===== config.mk =====
export PLATFORM = sky130hd
export DESIGN_NAME = cs_out_buf
export DESIGN_NICKNAME = d
export VERILOG_FILES = /design/src/rtl/cs_out_buf.sv
export SDC_FILE = /design/constraint.sdc
export NUM_CORES = 1
export LEC_CHECK = 0
export ABC_AREA = 1
export BUFFER_PORTS_ARGS = -buffer_cell sky130_fd_sc_hd__buf_2
export CAP_MARGIN = 20
export CORE_ASPECT_RATIO = 0.75
export CORE_MARGIN = 4
export CORE_UTILIZATION = 60
export DETAILED_ROUTE_END_ITERATION = 16
export PLACE_DENSITY = 0.76
export SYNTH_ARGS = -nofsm -noshare
export SYNTH_HDL_FRONTEND = slang
export SYNTH_SLANG_ARGS = --single-unit

===== constraint.sdc =====
create_clock -name clk -period 2.16 [get_ports clk]
set_input_delay 0.108 -clock clk [delete_from_list [all_inputs] [get_ports clk]]
set_output_delay 0.108 -clock clk [all_outputs]
set_load 0.03 [all_outputs]

===== src/rtl/cs_out_buf.sv =====
// rtl/cs_out_buf.sv - FWFT output collector for the 9-tap smoother; optional peak via CS_OUT_PEAK_EN
module cs_out_buf #(
    parameter int DEPTH = 16,
    parameter int WIN   = 9,
    parameter int LW    = 5
) (
    input  logic          clk,
    input  logic          reset,
    input  logic          in_vld,
    input  logic [9:0]    y,
    input  logic          clr,
    output logic [9:0]    out_data,
    output logic          out_valid,
    input  logic          out_ready,
    output logic          full,
    output logic          ovf,
    output logic [LW-1:0] level
`ifdef CS_OUT_PEAK_EN
    ,
    output logic [9:0]    peak
`endif
);

    localparam int AW = $clog2(DEPTH);
    localparam int CW = $clog2(WIN + 1);

    logic [9:0]    mem [DEPTH];
    logic [AW-1:0] wr_ptr;
    logic [AW-1:0] rd_ptr;
    logic          vld_d;
    logic [CW-1:0] win_cnt;
    logic          push;
    logic          pop;
    logic          wr_en;

    // y at this edge belongs to the X flagged by vld_d, so vld_d gates everything
    assign push      = vld_d && (win_cnt >= CW'(WIN - 1));
    assign out_valid = (level != '0);
    assign full      = (level == LW'(DEPTH));
    assign pop       = out_valid && out_ready;
    assign wr_en     = push && (!full || pop);
    assign out_data  = out_valid ? mem[rd_ptr] : '0;

    always_ff @(posedge clk) begin
        if (reset || clr) begin
            vld_d   <= 1'b0;
            win_cnt <= '0;
            wr_ptr  <= '0;
            rd_ptr  <= '0;
            level   <= '0;
            ovf     <= 1'b0;
        end else begin
            vld_d <= in_vld;
            if (!vld_d)
                win_cnt <= '0;
            else if (win_cnt != CW'(WIN))
                win_cnt <= win_cnt + CW'(1);
            if (wr_en)
                wr_ptr <= wr_ptr + AW'(1);
            if (pop)
                rd_ptr <= rd_ptr + AW'(1);
            if (push && full && !pop)
                ovf <= 1'b1;
            case ({wr_en, pop})
                2'b10:   level <= level + LW'(1);
                2'b01:   level <= level - LW'(1);
                default: level <= level;
            endcase
        end
    end

    always_ff @(posedge clk) begin
        if (wr_en && !reset && !clr)
            mem[wr_ptr] <= y;
    end

`ifdef CS_OUT_PEAK_EN
    // Dropped samples still count toward the peak; clr leaves it alone
    always_ff @(posedge clk) begin
        if (reset)
            peak <= '0;
        else if (push && !clr && (y > peak))
            peak <= y;
    end
`endif

endmodule


* Word-level counts from Yosys, hierarchy flattened
Memories as Yosys holds them, arrays and structs flattened. A register that Yosys moved wholly into a read port is not among the register bits.
Cells that the tools add are included.
** Word-level totals
- Register bits :: 19
- RAM bits :: 160
- Input port bits :: 15
- Output and inout bits :: 18
- Logic and storage cells :: 40
- Memories kept :: 1
** Memories
- mem :: words 16, bits a word 10, read ports 1, clocked after memory_dff 1, write ports 1, line 27 : logic [9:0] mem [DEPTH];
** Cells by class
- Add/sub/neg operators :: 5
- $lt $le $gt $ge :: 1
- Equality and inequality tests :: 4
- Muxes and demuxes :: 6
- Bitwise operators :: 1
- Reductions and logical operators :: 16
** Operators by type and width (number)
- adder 4 x 1 -> 4 bit (second input constant) :: 3
- two-way mux 10 bit :: 1
- one-hot mux 5 bit (2 select lines) :: 1
- two-way mux 4 bit :: 2
- logical AND 1 bit :: 7
- adder 5 x 1 -> 5 bit (second input constant) :: 1
- equality test 5 bit (second input constant) :: 1
- nonzero test 5 bit :: 1
- subtractor 5 x 1 -> 5 bit (second input constant) :: 1
- >= comparator 4 bit (second input constant) :: 1
- zero test 1 bit :: 4
- inequality test 4 bit (second input constant) :: 1
- equality test 2 x 1 -> 1 bit (second input constant) :: 1
- equality test 2 bit (second input constant) :: 1
- logical OR 1 bit :: 2
- two-way mux 1 bit :: 2
- nonzero test 2 bit :: 1
- OR reduction 2 bit :: 1
- inverter 1 bit :: 1

* Logic depth before layout (Yosys ltp)
- Depth in word-level cells :: 8
- Mapped depth :: 12

* Worst setup path before layout
Ideal clock, no wire load.
- Kind :: register -> register
- Start point :: register level[0]
- End point :: memory mem[11][0] (enable)
- Library setup time :: 0.390 ns
- Arrival :: 1.779 ns
- Setup slack :: -0.009 ns
- Cell stages (with the launch flop) :: 7
- Buffers on the path :: 0
- Period minus slack after synthesis :: 2.169 ns
- Cell sequence :: dfxtp_1 -> nor2_2 -> nand3_2 -> o21ai_4 -> nor2_1 -> nand2_1 -> nor3_1
** On the way
- Word-level cells in the longest chain between the ends :: 8
- Elaborated cells between the ends (all ways) :: 10
- Those cells by class :: eq/ne (1); mux (2); reduce/logical (7)
** RTL lines
- start: declaration :: line 17 : output logic [LW-1:0] level
- start signal: assignment :: line 65 : 2'b10: level <= level + LW'(1);
- start signal: assignment :: line 66 : 2'b01: level <= level - LW'(1);
- start signal: assignment :: line 67 : default: level <= level;
- equality test 5 bit or nonzero test 5 bit (tied branches) :: line 39, 38
- zero test 1 bit or logical AND 1 bit (tied branches) :: line 41, 40
- logical OR 1 bit * :: line 41 : assign wr_en = push && (!full || pop);
- logical AND 1 bit * :: line 41
- logical AND 1 bit * (2 in a row) :: line 73 : if (wr_en && !reset && !clr)
- two-way mux 1 bit * :: line 73
- two-way mux 1 bit (not written as such) * :: line 74 : mem[wr_ptr] <= y;
- end: declaration :: line 27
Mark *: on every way between the ends. The rest lies on a longest branch, timed or not.

==> flow_metrics.env <==
export IMPL_grt_pass1_wl_um=28700
export IMPL_drc=0
export IMPL_hpwl_um=11000
export IMPL_h_tree_depth=4
export IMPL_placementRows=35
export IMPL_track_usage=0.261
export IMPL_min_period_over_period=0.982
export IMPL_synth_seq_cells=183
export IMPL_slew_headroom=0.282
export IMPL_cp_max_fo=33
export IMPL_grt_pass1_vias=5315
export IMPL_synth_cell_types=29
export IMPL_ant_nets=0
export IMPL_avgSynthCellArea_sq_um=11.0
export IMPL_final_hold_violation_count=0
export IMPL_cts_root_buf="clkbuf_16"
export IMPL_yosysSeqAreaShare=0.689
export IMPL_layout_nets=769
export IMPL_gp_congestion=0.979
export IMPL_nFillCells=824
export IMPL_final_min_clock_period_ps=2120
export IMPL_clkSinkCount=183
export IMPL_slew_violations=0
export IMPL_cp_cell_sequence="buf_12 -> nand2_1 -> nand3_1 -> nand3_1 -> nand2_1 -> nand2_1 -> a21oi_2 -> buf_4"
export IMPL_die_x_um=138
export IMPL_crit_type="reg -> out"
export IMPL_rsz0062_at_grt="true"
export IMPL_p_leak_nw=3.35
export IMPL_via_per_inst=5.86
export IMPL_portBuffers=32
export IMPL_grt_max_degree=41
export IMPL_core_sq_um=12300
export IMPL_slowest_stage="dfxtp_4"
export IMPL_antenna_found_initial=0
export IMPL_cp_data_required_time_ps=2050
export IMPL_max_cap_viol_count=0
export IMPL_grt_remaining_overflow=0
export IMPL_ys_warnings_count=0
export IMPL_fin_skew_ps=12.3
export IMPL_avgRoutedWirePerCell_um=20.2
export IMPL_dpl_cell_count=882
export IMPL_cp_end_kind="primary output"
export IMPL_clk_latency_ps=430
export IMPL_cellPowerDensity_nw_per_um2=821
export IMPL_die_h_um=106
export IMPL_worstPathArrival_ps=2010
export IMPL_fmax_mhz=472
export IMPL_peakVddDrop_uv=775
export IMPL_fin_cells=921
export IMPL_syn_inst=694
export IMPL_dr_pass1_iters=7
export IMPL_worst_path_largest_cell_delay_ps=440
export IMPL_critPathLaunchType="flop"
export IMPL_hold_ws_ps=73.0
export IMPL_syn_area_sq_um=7640
export IMPL_power_mw=7.32
export IMPL_path_clk_slew_ps=70
export IMPL_syn_num_nets=721
export IMPL_routed_wl_um=18600
export IMPL_insertedDiodeCount=0
export IMPL_outcome="finished, final reports clean"
export IMPL_dr_total_vias=5401
export IMPL_cts_tree="built"
export IMPL_die_area_sq_um=14600
export IMPL_initial_core_util=0.618
export IMPL_worst_path_most_repeated_cell="nand2_1"
export IMPL_num_io_pins=33
export IMPL_tightest_slew_ps=1070
export IMPL_drt_first_iter_violations=513
export IMPL_finalSetupViolCount=0
export IMPL_area_growth_pct=16.8
export IMPL_cts_buffer_depth=2
export IMPL_hold_path_class="in -> reg"
export IMPL_numCtsBuffers=17
export IMPL_final_layout_size_suffix_gt1_frac=0.159
-- critical path, delay by kind of cell, from the launching register on --
kind	cells	cell delay, ps
simple gates	5	510
flops	1	440
buf+inv	2	410
compound gates	1	200
-- cell families after synthesis --
family	synth area share
and+or+nand+nor	0.220
DFF	0.689
buffers and inverters	0.0385
AOI/OAI and AO/OA	0.0269
adders and majority gates	0.0206
xor gates and xnor gates	0.00459
-- layer usage --
metal	vias up	global-route usage	share of wire
met5	-	0	0
met4	0	0.0987	0.020
met3	31	0.0662	0.099
met2	295	0.432	0.50
met1	2590	0.337	0.38
li1	2485	-	-
-- power by group --
part,internal [mW],leakage (nW),total (mW),switching (mW)
Combinational,0.0154,1.42,0.0780,0.0626
Sequential,3.84,1.62,3.84,0.000808
Clock,2.12,0.309,3.41,1.29
Total,5.97,3.35,7.32,1.35
-- stage by stage --
| step | TNS [ps] | area (sq um) | setup slack [ps] | utilization |
|---|---|---|---|---|
| 2_1_floorplan | -183 | 7640 | -9.17 | - |
| 3_3_place_gp | 0 | 8050 | 147 | 0.652 |
| 3_5_place_dp | 0 | 8050 | 74.0 | 0.652 |
| 4_1_cts | -0.293 | 8810 | -0.293 | 0.714 |
| 5_1_grt | -205 | 8920 | -29.2 | 0.722 |
| 6_report | 0 | 8920 | 39.4 | 0.722 |
-- synth_stat cells --
cell type	count	share of area
fa_1	1	0.0026
xor2_1	2	0.0023
dfxtp_1	23	0.060
nand3_1	130	0.085
inv_1	25	0.012
nor2_2	2	0.0016
xnor2_1	2	0.0023
o21ai_4	1	0.0021
ha_1	11	0.018
nand3_2	4	0.0052
inv_2	3	0.0015
nor2_1	33	0.016
buf_4	9	0.0088
inv_4	1	0.00082
a21o_1	1	0.00098
nand4_1	1	0.00082
buf_2	13	0.0085
o21ai_1	4	0.0026
clkinv_1	3	0.0015
nor3_1	4	0.0026
clkbuf_1	8	0.0039
o21ai_0	9	0.0059
a21oi_1	22	0.014
a31oi_1	1	0.00082
clkbuf_2	1	0.00065
buf_1	1	0.00049
nand2_1	217	0.11
nand2_2	2	0.0016
edfxtp_1	160	0.63
-- layout make-up --
| type | instances | area [sq um] | area share |
|---|---|---|---|
| Multi-Input combinational cell | 447 | 2130 | 0.238 |
| Inverter | 32 | 136 | 0.0153 |
| Tap cell | 166 | 208 | 0.0233 |
| Clock inverter | 12 | 199 | 0.0223 |
| Timing Repair Buffer | 61 | 527 | 0.0590 |
| Sequential cell | 183 | 5270 | 0.591 |
| Clock buffer | 20 | 457 | 0.0512 |
-- worst paths after layout --
kind | start | end | slack (ps) | cells after the start
max | flop | out_data[8] | 40 | 8
min | y[7] | mem[15][7] | 70 | 1
max reg2reg | level[0] | mem[13][0] | 90 | 6
min reg2reg | ovf | ovf | 480 | 2
-- flip-flops by register name, indices dropped and copies added (netlist names), named ones only --
name     flops
level        5
win_cnt      4
rd_ptr       4
wr_ptr       4
ovf          1
vld_d        1
mem        160
-- cell usage in the layout (no fill, tap or decap), types with 2 or more instances in the layout --
master | synthesis | layout
edfxtp_1 | 160 | 160
buf_2 | 13 | 22
clkbuf_8 | 0 | 2
bufinv_16 | 0 | 5
buf_6 | 0 | 5
a21oi_1 | 22 | 13
xnor2_1 | 2 | 2
clkinv_2 | 0 | 2
nand2_1 | 217 | 217
buf_4 | 9 | 26
nand2_2 | 2 | 2
dfxtp_1 | 23 | 22
nor2_2 | 2 | 6
buf_16 | 0 | 2
xor2_1 | 2 | 2
o21ai_1 | 4 | 5
nor3_1 | 4 | 4
buf_12 | 0 | 5
nand3_2 | 4 | 5
inv_2 | 3 | 3
inv_1 | 25 | 25
ha_1 | 11 | 11
clkinv_1 | 3 | 2
o21ai_0 | 9 | 8
clkinvlp_4 | 0 | 5
clkbuf_16 | 0 | 17
a21oi_2 | 0 | 9
nand3_1 | 130 | 129
nor2_1 | 33 | 29
-- timing repair --
item	CTS	global route
gates cloned	2	0
pin swaps	0	2
gates resized for setup	12	27
hold endpoints to repair	1	0
hold buffers	1	0
buffers inserted	0	2
setup endpoints to repair	9	48
No activity file was read; power rests on OpenSTA's default activity.
